**src/rtl/m_uart_pkg.sv**
```systemverilog
// Shared UART definitions: FSM state encodings and baud divisor computation.
package m_uart_pkg;

  typedef enum logic [1:0] {
    IDLE  = 2'b00,
    START = 2'b01,
    DATA  = 2'b10,
    STOP  = 2'b11
  } state_e;

  function automatic int unsigned calc_divisor(input int unsigned clk_freq,
                                               input int unsigned baud_rate);
    return clk_freq / baud_rate;
  endfunction

endpackage

```
**src/rtl/m_uart_fifo.sv**
```systemverilog
// Synchronous transmit FIFO with registered full/empty flags.
module m_uart_fifo #(
  parameter int unsigned WORD  = 8,
  parameter int unsigned DEPTH = 4
) (
  input  logic            clk_i,
  input  logic            rst_i,
  input  logic            push_i,
  input  logic            pop_i,
  input  logic [WORD-1:0] wdata_i,
  output logic [WORD-1:0] rdata_o,
  output logic            full_o,
  output logic            empty_o
);
  localparam int unsigned AW = $clog2(DEPTH);
  localparam int unsigned CW = AW + 1;
  localparam logic [CW-1:0] FULL_CNT = CW'(DEPTH);

  logic [WORD-1:0] mem_q [DEPTH];
  logic [AW-1:0]   wptr_q, rptr_q;
  logic [CW-1:0]   cnt_q, cnt_d;
  logic            full_q, empty_q;
  logic            do_push, do_pop;

  // A push into a full FIFO is only accepted when the head leaves on the same edge.
  assign do_pop  = pop_i && !empty_q;
  assign do_push = push_i && (!full_q || do_pop);

  always_comb begin
    cnt_d = cnt_q;
    if (do_push && !do_pop)      cnt_d = cnt_q + 1'b1;
    else if (do_pop && !do_push) cnt_d = cnt_q - 1'b1;
  end

  always_ff @(posedge clk_i) begin
    if (do_push) mem_q[wptr_q] <= wdata_i;
  end

  always_ff @(posedge clk_i or posedge rst_i) begin
    if (rst_i) begin
      wptr_q  <= '0;
      rptr_q  <= '0;
      cnt_q   <= '0;
      full_q  <= 1'b0;
      empty_q <= 1'b1;
    end else begin
      if (do_push) wptr_q <= wptr_q + 1'b1;
      if (do_pop)  rptr_q <= rptr_q + 1'b1;
      cnt_q   <= cnt_d;
      full_q  <= (cnt_d == FULL_CNT);
      empty_q <= (cnt_d == '0);
    end
  end

  assign rdata_o = mem_q[rptr_q];
  assign full_o  = full_q;
  assign empty_o = empty_q;

endmodule

```
**src/rtl/m_uart_master.sv**
```systemverilog
// UART 8N1 transmitter, MSB first, fed from a small FIFO; back-to-back frames have no gap.
module m_uart_master
  import m_uart_pkg::*;
#(
  parameter int unsigned WORD       = 8,
  parameter int unsigned BAUD_RATE  = 115200,
  parameter int unsigned CLK_FREQ   = 16_000_000,
  parameter int unsigned DIV_BOC    = 12,
  parameter int unsigned FIFO_DEPTH = 4
) (
  input  logic            clk,
  input  logic            reset,
  input  logic [WORD-1:0] data_i,
  input  logic            write,
  output logic            TXD,
  output logic [1:0]      state,
  output logic            full,
  output logic            empty,
  output logic            busy,
  output logic            done,
  output logic            overflow
);
  localparam int unsigned DIVISOR = calc_divisor(CLK_FREQ, BAUD_RATE);
  localparam logic [DIV_BOC-1:0] DIV_LAST = DIV_BOC'(DIVISOR - 1);
  localparam int unsigned BW = $clog2(WORD);
  localparam logic [BW-1:0] BIT_LAST = BW'(WORD - 1);

  state_e           state_q, state_d;
  logic [DIV_BOC-1:0] div_q, div_d;
  logic [BW-1:0]    bit_q, bit_d;
  logic [WORD-1:0]  shift_q, shift_d;
  logic             overflow_q, overflow_d;
  logic             pop, tick;
  logic [WORD-1:0]  fifo_rdata;

  m_uart_fifo #(
    .WORD  (WORD),
    .DEPTH (FIFO_DEPTH)
  ) u_fifo (
    .clk_i   (clk),
    .rst_i   (reset),
    .push_i  (write),
    .pop_i   (pop),
    .wdata_i (data_i),
    .rdata_o (fifo_rdata),
    .full_o  (full),
    .empty_o (empty)
  );

  assign tick = (div_q == DIV_LAST);

  always_comb begin
    state_d = state_q;
    div_d   = div_q;
    bit_d   = bit_q;
    shift_d = shift_q;
    pop     = 1'b0;
    done    = 1'b0;
    if (state_q != IDLE) div_d = tick ? '0 : div_q + 1'b1;
    case (state_q)
      IDLE: if (!empty) begin
        pop     = 1'b1;
        shift_d = fifo_rdata;
        div_d   = '0;
        state_d = START;
      end
      START: if (tick) begin
        bit_d   = '0;
        state_d = DATA;
      end
      DATA: if (tick) begin
        shift_d = {shift_q[WORD-2:0], 1'b0};
        if (bit_q == BIT_LAST) state_d = STOP;
        else                   bit_d   = bit_q + 1'b1;
      end
      STOP: if (tick) begin
        done = 1'b1;
        if (!empty) begin
          pop     = 1'b1;
          shift_d = fifo_rdata;
          state_d = START;
        end else begin
          state_d = IDLE;
        end
      end
      default: state_d = IDLE;
    endcase
  end

  always_comb begin
    TXD = 1'b1;
    case (state_q)
      START:   TXD = 1'b0;
      DATA:    TXD = shift_q[WORD-1];
      default: TXD = 1'b1;
    endcase
  end

  assign overflow_d = overflow_q | (write & full & ~pop);

  always_ff @(posedge clk or posedge reset) begin
    if (reset) begin
      state_q    <= IDLE;
      div_q      <= '0;
      bit_q      <= '0;
      shift_q    <= '0;
      overflow_q <= 1'b0;
    end else begin
      state_q    <= state_d;
      div_q      <= div_d;
      bit_q      <= bit_d;
      shift_q    <= shift_d;
      overflow_q <= overflow_d;
    end
  end

  assign state    = state_q;
  assign busy     = (state_q != IDLE);
  assign overflow = overflow_q;

endmodule

```
**config.mk**
```make
export PLATFORM = sky130hd
export DESIGN_NAME = m_uart_master
export DESIGN_NICKNAME = d
export VERILOG_FILES = /design/src/rtl/m_uart_pkg.sv /design/src/rtl/m_uart_fifo.sv /design/src/rtl/m_uart_master.sv
export SDC_FILE = /design/constraint.sdc
export NUM_CORES = 1
export LEC_CHECK = 0
export CAP_MARGIN = 30
export CELL_PAD_IN_SITES_DETAIL_PLACEMENT = 2
export CELL_PAD_IN_SITES_GLOBAL_PLACEMENT = 2
export CORE_MARGIN = 2
export CORE_UTILIZATION = 25
export CTS_BUF_LIST = sky130_fd_sc_hd__clkbuf_16
export DETAILED_ROUTE_END_ITERATION = 7
export PLACE_DENSITY = 0.58
export REMOVE_ABC_BUFFERS = 1
export SLEW_MARGIN = 25
export SYNTH_ARGS = -nofsm -noshare
export SYNTH_HDL_FRONTEND = slang
export SYNTH_HIERARCHICAL = 1
export SYNTH_SLANG_ARGS = --single-unit
```
**constraint.sdc**
```tcl
create_clock -name clk -period 3.3 [get_ports clk]
set_clock_uncertainty 0.2 [all_clocks]
set_input_delay 0.495 -clock clk [delete_from_list [all_inputs] [get_ports clk]]
set_output_delay 0.495 -clock clk [all_outputs]
set_load 0.01 [all_outputs]
```
---- Word level (Yosys, flattened, before mapping) ----
Memories as Yosys holds them, arrays and structs flattened.
Cells that the tools add are included.
word-level totals
  memories kept ........................... 1
  word-level logic and storage cells ...... 79
  bits of input ports ..................... 11
  RAM bits ................................ 32
  output and inout port bits .............. 8
  register bits ........................... 35
operators by class
  bitwise logic cells ..................... 4
  reductions and logical operators ........ 17
  $add $sub $neg .......................... 6
  muxes and demuxes ....................... 29
  equal/unequal tests ..................... 12
memory list
  name          words  bits a word  read ports  clocked after memory_dff  wr ports  line               source
  u_fifo.mem_q  4      8            1           0                         1         m_uart_fifo.sv:19  logic [WORD-1:0] mem_q [DEPTH];
operators with widths
  cell                                                  count
  two-way mux 12 bit                                    4
  two-way mux 8 bit                                     3
  one-hot mux 8 bit (3 select lines)                    1
  two-way mux 3 bit                                     5
  adder 12 x 1 -> 12 bit, second input constant         1
  equality test 12 x 8 -> 1 bit, second input constant  1
  != test 2 bit, second input constant                  6
  two-way mux 2 bit                                     5
  one-hot mux 2 bit (4 select lines)                    1
  two-way mux 1 bit                                     7
  adder 3 x 1 -> 3 bit, second input constant           2
  equality test 3 bit, second input constant            2
  one-hot mux 3 bit (2 select lines)                    1
  AND reduction 5 bit                                   1
  adder 2 x 1 -> 2 bit, second input constant           2
  equality test 2 bit, second input constant            2
  logical AND 1 bit                                     4
  zero test 1 bit                                       4
  one-hot mux 1 bit (2 select lines)                    2
  AND reduction 4 bit                                   1
  nonzero test 2 bit                                    2
  zero test 3 bit                                       1
  AND reduction 3 bit                                   1
  nonzero test 3 bit                                    1
  7 further kinds                                       8

---- Longest topological paths before layout ----
Gate-level depths: netlist of the first run.
  depth in word-level cells ............... 11
  mapped depth ............................ 10
  depth with buffers taken out ............ 9

---- Hierarchy ----
Netlist of the first run, hierarchy kept.
modules (own cells, without submodules)
  module         cells each  instances  area an instance (µm²)  seq. area each (µm²)
  m_uart_fifo    88          1          1,681.6                 1,187.4
  m_uart_master  155         1          1,622.8                 650.6

---- Worst setup path before layout of the first run ----
No wires, ideal clock.
  kind .................................... reg2reg
  from .................................... register state_q[0], in the netlist state[0]
  to ...................................... memory u_fifo.mem_q[0][0] (enable)
  required time ........................... 2.768 ns
  arrival time ............................ 2.017 ns
  path slack .............................. 0.752 ns
  cell stages (with the launch flop) ...... 8
  buffers on the path ..................... 1
  setup time .............................. 0.332 ns
  clock period less this slack ............ 2.548 ns
  cell sequence ........................... dfrtp_1 -> inv_1 -> ha_1 -> nor3_1 -> nand2b_1 -> buf_2 -> a21boi_1 -> and2_1
on the way
  longest elaborated chain between the ends .. 7
  elaborated cells between the ends (all ways) .. 8
  those cells by class .................... eq/ne (1); mux (3); reduce/logical (4)
ends and longest elaborated chain
  item                                                           line                  source
  from (decl)                                                    m_uart_master.sv:28   state_e state_q, state_d;
  from (signal assigned)                                         m_uart_master.sv:109  state_q <= state_d;
  equality test 2 bit / zero test 2 bit (equally long branches)  m_uart_master.sv:60   case (state_q)
  one-hot mux 1 bit (2 select lines) *                           m_uart_master.sv:60
  named net pop                                                  m_uart_master.sv:33   logic pop, tick;
  logical AND 1 bit *                                            m_uart_fifo.sv:26     assign do_pop = pop_i && !empty_q;
  logical OR 1 bit *                                             m_uart_fifo.sv:27     assign do_push = push_i && (!full_q || do_pop);
  logical AND 1 bit *                                            m_uart_fifo.sv:27
  two-way mux 1 bit *                                            m_uart_fifo.sv:36     if (do_push) mem_q[wptr_q] <= wdata_i;
  two-way mux 1 bit (not written as such) *                      m_uart_fifo.sv:36
  to (decl)                                                      m_uart_fifo.sv:19
The timed path passes the listed nets; every way through them passes the cells marked *.

---- Worst setup path in the final report of the first run ----
  from .................................... register div_q[9]
  to ...................................... output port done
on the way
  longest elaborated chain between the ends .. 3
ends and longest elaborated chain
  item                           line                  source
  from (decl)                    m_uart_master.sv:29   logic [DIV_BOC-1:0] div_q, div_d;
  from (signal assigned)         m_uart_master.sv:110  div_q <= div_d;
  equality test 12 x 8 -> 1 bit  m_uart_master.sv:50   assign tick = (div_q == DIV_LAST);
  two-way mux 1 bit              m_uart_master.sv:76   STOP: if (tick) begin
  two-way mux 1 bit              m_uart_master.sv:60
  to (decl)                      m_uart_master.sv:20   output logic done,
No other way between the ends.

==> flow_summary_export.csv, run 1 <==
group,metric,value,unit
clock_network,clk_latency,0.33,ns
sta,hold_viol_final,0,
synth,syn_area_per_cell,13.6,um2
die,die_area,14200,um2
global_routing,grt_max_degree,27,
min_path,hp-class,"primary input to async pin",
sta,slew_headroom,61.0,%
synth,synth_edf_count,32,
routing,wl_per_cell,15.7,um
placement,placed_cells,432,
clock_network,cts_buffers,9,
global_routing,antenna_found_initial,0,
routing,drc,0,
die,die_w,119,um
placement,gp_congestion,0.698,
die,initial_core_util,25.3,%
finish,fill_cells,1376,
synth,synth-seq-cells,67,
finish,final_area,3970,um2
placement,portBuffers,18,
sta,tns,0,ns
global_routing,grt_pass1_vias,2312,
die,dieHeight,119,um
routing,ant_nets,0,
placement,dp_hpwl,5020,um
synth,netlist_area,3300,um2
critical_path,crit_fanout,9,
global_routing,grt_usage,10.9,%
clock_network,hold_buffers,0,
critical_path,reg2reg_slack,0.34,ns
finish,final_cells,448,
clock_network,clk_pin_slew,0.06,ns
sta,tightest_slew,0.586,ns
finish,diodes,0,
clock_network,cts_tree,"done",
clock_network,cts_root_buf,"clkbuf_16",
die,core,13100,um2
synth,yosysSeqAreaShare,55.6,%
clock_network,htreeDepth,3,
power_and_ir_drop,cellLeakagePower,1.54,nW
critical_path,required,2.60,ns
finish,final_core_util,30.3,%
global_routing,grt_pass1_wl,12100,um
finish,syn_to_final_growth,20.0,%
sta,setup_viol,0,
critical_path,crit_arrival,2.33,ns
synth,yosysWarnings,6,
synth,synthFlopType,"dfrtp_1",
power_and_ir_drop,power_density,574,nW/um2
die,num_rows,42,
run,cap_viol_max_count,0,
synth,postSynthCellCount,243,
clock_network,cts_setup_buffers,0,
clock_network,post_cts_resized,0,
routing,routed_wl,7020,um
routing,viasPerCell,4.40,
synth,synth.distinct_cells,55,
power_and_ir_drop,ir_drop,0.293,mV
placement,dp_slack,0.280,ns
power_and_ir_drop,p_total,2.28,mW
critical_path,crit_type,"register to output port",
placement,place_area,3690,um2
routing,dr.pass1.iters,3,
sta,grt_setup_unrepaired,"false",
finish,nets,294,
global_routing,overflow,0,
synth,synthArstFlopShare,52.2,%
finish,drive_gt1_share,22.1,%
critical_path,critPathLaunchType,"register",
sta,whs,0.257,ns
routing,vias,1970,
outcome,status,"finished clean",
routing,drt_iter0_drc,51,
die,ios,19,
clock_network,max-clock-path-buffers,2,
sta,period_share,91.5,%
critical_path,crit_path_end_kind,"output port",
sta,fin_crit,3.02,ns
clock_network,clkSinkCount,67,
sta,finalWorstSetupSlack,0.280,ns
sta,final-max-slew-violation-count,0,
sta,max_freq,331,MHz
==> worst paths after layout <==
check,startpoint,to,cells after the start
worst max-delay path,div_q[9]$_DFF_PP0_,done,4
worst min-delay path,reset,u_fifo/wptr_q[0]$_DFFE_PP0P_,2
worst max register to register,state[0]$_DFFE_PP0P_,u_fifo/mem_q[1][1]$_DFFE_PP_,7
worst min register to register,overflow$_DFF_PP0_,overflow$_DFF_PP0_,1
max in group asynchronous,reset,bit_q[1]$_DFFE_PP0P_,3
min in group clk,overflow$_DFF_PP0_,overflow$_DFF_PP0_,1
==> logic make-up (layout without fill, tap and decap cells) <==
| family | after synthesis | after routing | share of synthesized area [%] |
|---|---|---|---|
| compound gates | 39 | 39 | 7.95 |
| xor+xnor | 6 | 6 | 1.59 |
| fa+ha+maj | 16 | 16 | 6.06 |
| buf+inv | 29 | 58 | 3.86 |
| flops | 67 | 67 | 55.6 |
| mux | 30 | 30 | 13.9 |
| simple gates | 56 | 56 | 11.0 |
==> cell usage in the layout (no fill, tap or decap), drive strengths merged, types with 2 or more instances in the layout <==
cell and count:
a21oi 9, a31oi 4, and2 9, and3 5, and4 3, and4bb 2
buf 5, clkbuf 9, clkdlybuf4s50 18, clkinv 3, clkinvlp 2, dfrtp 34
edfxtp 32, ha 16, inv 21, mux2 18, mux2i 4, mux4 8
nand2 10, nand3 6, nand4 3, nor2 5, nor2b 2, nor3 5
nor3b 2, o21ai 10, o2bb2ai 2, xnor2 4, xor2 2
==> state kept, by name, summed over array words and instances, names as in the netlist <==
name            count
u_fifo/mem_q       32
div_q              12
shift_q             8
bit_q               3
u_fifo/cnt_q        3
state               2
u_fifo/rptr_q       2
u_fifo/wptr_q       2
overflow            1
u_fifo/empty_o      1
u_fifo/full_o       1
==> synth_stat cells, types with 2 or more instances <==
cell	instances	share of area, %
dfrtp_1	34	26
buf_6	2	0.68
a31oi_1	4	0.76
and2_1	8	1.5
and3_1	5	0.95
mux2i_1	4	1.2
inv_1	19	2.2
clkbuf_1	3	0.34
a21oi_1	9	1.4
mux2_4	10	4.5
ha_1	16	6.1
edfxtp_1	32	29
nand2_1	10	1.1
mux2_2	8	2.7
xnor2_1	4	1.1
nor3_1	4	0.61
o2bb2ai_1	2	0.53
and4_1	2	0.53
buf_1	2	0.23
nor2_1	5	0.57
nand3_1	6	0.91
xor2_1	2	0.53
nand4_1	3	0.57
buf_2	3	0.45
mux4_2	8	5.5
o21ai_0	9	1.4
==> area by class of cell <==
type | count | area (um2) | share of cell area, %
Clock inverter | 7 | 53.8 | 1.36
Timing Repair Buffer | 23 | 218 | 5.49
Inverter | 19 | 71.3 | 1.80
Tap cell | 176 | 220 | 5.55
Multi-Input combinational cell | 147 | 1340 | 33.8
Sequential cell | 67 | 1840 | 46.4
Clock buffer | 9 | 225 | 5.68
==> where the power goes <==
part	switching [mW]	internal [mW]
Clock	0.376	0.511
Combinational	0.171	0.158
Sequential	0.0580	1.00
==> critical path: stages (launching register included) <==
cell and delay, ns:
dfrtp_1 0.41, nor3_1 0.38, and3_1 0.44, and2_2 0.22
clkdlybuf4s50_1 0.54
==> per-layer routing <==
| layer | GRT usage [%] | vias to the layer above | routed length (um) | part of all wire, % |
|---|---|---|---|---|
| li1 | - | 944 | - | - |
| met1 | 13.7 | 997 | 3290 | 47 |
| met2 | 18.1 | 21 | 3480 | 50 |
| met3 | 2.87 | 8 | 176 | 2.5 |
| met4 | 4.24 | 0 | 80 | 1.1 |
| met5 | 0 | - | 0 | 0 |
(Power assumes the default switching activity.)
==> run 2: changes to the inputs <==
--- a/config.mk
+++ b/config.mk
@@ -9,13 +9,14 @@
 export CELL_PAD_IN_SITES_DETAIL_PLACEMENT = 2
 export CELL_PAD_IN_SITES_GLOBAL_PLACEMENT = 2
 export CORE_MARGIN = 2
-export CORE_UTILIZATION = 25
+export CORE_UTILIZATION = 42
 export CTS_BUF_LIST = sky130_fd_sc_hd__clkbuf_16
 export DETAILED_ROUTE_END_ITERATION = 7
-export PLACE_DENSITY = 0.58
+export PLACE_DENSITY = 0.86
 export REMOVE_ABC_BUFFERS = 1
 export SLEW_MARGIN = 25
 export SYNTH_ARGS = -nofsm -noshare
 export SYNTH_HDL_FRONTEND = slang
 export SYNTH_HIERARCHICAL = 1
 export SYNTH_SLANG_ARGS = --single-unit
+export TNS_END_PERCENT = 20
==> flow_summary_export.csv, run 2 (synthesis gave the netlist of run 1 again) <==
group,metric,value,unit
finish,nets,293,
die,die_area,8590,um2
global_routing,antenna_found_initial,0,
sta,slew_headroom,60.7,%
finish,drive_gt1_share,22.5,%
finish,top_regs,"u_fifo/mem_q: 32 flops, div_q: 12 flops, shift_q: 8 flops",
placement,dp_hpwl,5400,um
die,dieHeight,92.7,um
finish,final_core_util,50.4,%
clock_network,clk_latency,0.33,ns
sta,tns,0,ns
critical_path,r2r-end,"u_fifo/mem_q[0][5]$_DFFE_PP_",
run,cap_viol_max_count,0,
critical_path,rr_worst_depth,7,
sta,hold_viol_final,0,
placement,dp_slack,0.269,ns
die,initial_core_util,43.0,%
critical_path,r2r_start,"state[1]$_DFFE_PP0P_",
clock_network,cts_buffers,9,
sta,grt_setup_unrepaired,"false",
critical_path,reg2reg_slack,0.31,ns
routing,drc,0,
finish,syn_to_final_growth,17.2,%
critical_path,critPathLaunchType,"register",
critical_path,crit_arrival,2.36,ns
finish,final_cell_mix,"dfrtp_1, edfxtp_1, inv_1",
clock_network,htreeDepth,3,
clock_network,cts_root_buf,"clkbuf_16",
global_routing,grt_usage,21.4,%
global_routing,grt_pass1_vias,2400,
outcome,status,"finished clean",
routing,viasPerCell,5.50,
critical_path,crit_path_end_kind,"output port",
placement,portBuffers,18,
critical_path,required,2.60,ns
routing,wl_per_cell,22.0,um
routing,drt_iter0_drc,67,
power_and_ir_drop,cellLeakagePower,1.54,nW
routing,ant_nets,0,
critical_path,crit_type,"register to output port",
sta,setup_viol,0,
finish,fill_cells,730,
die,core,7690,um2
sta,tightest_slew,0.589,ns
routing,vias,2053,
power_and_ir_drop,power_density,601,nW/um2
global_routing,grt_pass1_wl,13500,um
critical_path,crit_end,"done",
clock_network,cts_setup_buffers,0,
finish,layout_commonest_cell,"dfrtp_1",
min_path,hp-class,"primary input to async pin",
finish,diodes,0,
sta,finalWorstSetupSlack,0.242,ns
routing,routed_wl,8200,um
clock_network,cts_tree,"done",
die,die_w,92.7,um
clock_network,clk_pin_slew,0.06,ns
clock_network,clkSinkCount,67,
sta,fin_crit,3.06,ns
critical_path,cp-startpoint,"div_q[5]$_DFF_PP0_",
die,ios,19,
sta,period_share,92.7,%
power_and_ir_drop,ir_drop,0.372,mV
critical_path,crit_fanout,9,
finish,top_register,"u_fifo/mem_q",
global_routing,grt_max_degree,27,
die,num_rows,32,
clock_network,max-clock-path-buffers,2,
finish,largest_register_ffs,32,
routing,dr.pass1.iters,4,
sta,max_freq,327,MHz
sta,final-max-slew-violation-count,0,
global_routing,overflow,0,
placement,gp_congestion,0.749,
run 2: area by class of cell:
type                            count  area [um2]  area share (%)
Tap cell                          102         128            3.29
Timing Repair Buffer               22         210            5.43
Sequential cell                    67        1840            47.4
Multi-Input combinational cell    147        1340            34.7
Clock buffer                        9         225            5.81
Clock inverter                      7        58.8            1.52
Inverter                           19        71.3            1.84
run 2: worst min-delay path by stage:
stage | from | end | slack [ns] | depth (start not counted)
2_1_floorplan | reset | u_fifo/cnt_q[0]$_DFF_PP0_ | 0.12 | 1
3_3_place_gp | overflow$_DFF_PP0_ | overflow$_DFF_PP0_ | 0.29 | 1
3_5_place_dp | shift_q[1]$_DFFE_PP0P_ | shift_q[1]$_DFFE_PP0P_ | 0.29 | 1
4_1_cts | reset | u_fifo/cnt_q[0]$_DFF_PP0_ | 0.27 | 2
5_1_grt | reset | u_fifo/cnt_q[0]$_DFF_PP0_ | 0.30 | 2
6_report | reset | u_fifo/rptr_q[1]$_DFFE_PP0P_ | 0.26 | 2
run 2: metrics by stage:
| step | std cells | power, mW | area, um2 | hold slack [ns] |
|---|---|---|---|---|
| CTS | 373 | 2.35 | 3870 | 0.274 |
| global placement | 357 | 1.38 | 3590 | 0.290 |
| global route | 373 | 2.42 | 3870 | 0.299 |
| floorplan | 233 | 1.29 | 3250 | 0.122 |
| detailed placement | 357 | 1.42 | 3590 | 0.292 |
| finish | 373 | 2.33 | 3870 | 0.263 |
run 2: layer usage:
layer	up-vias	global-route usage, %	share of wire (%)
met1	1052	25.9	41
met4	0	9.68	2.7
met3	21	3.50	2.2
met5	-	0	0
met2	36	37.4	54
li1	944	-	-
run 2: timing repair:
action | in CTS | in global routing
resized for setup | 0 | 1
hold buffers | 0 | 0
endpoints found under the setup margin | 0 | 32
run 2: power by group:
| group | internal (mW) | total [mW] | switching (mW) |
|---|---|---|---|
| combinational | 0.161 | 0.336 | 0.175 |
| sequential | 1.00 | 1.07 | 0.0634 |
| clock | 0.522 | 0.923 | 0.402 |
run 2: worst max-delay path: stages (launching register included):
cell and delay, ns:
dfrtp_1 0.47, nor4b_4 0.35, and3_1 0.47, and2_2 0.22, clkdlybuf4s50_1 0.53
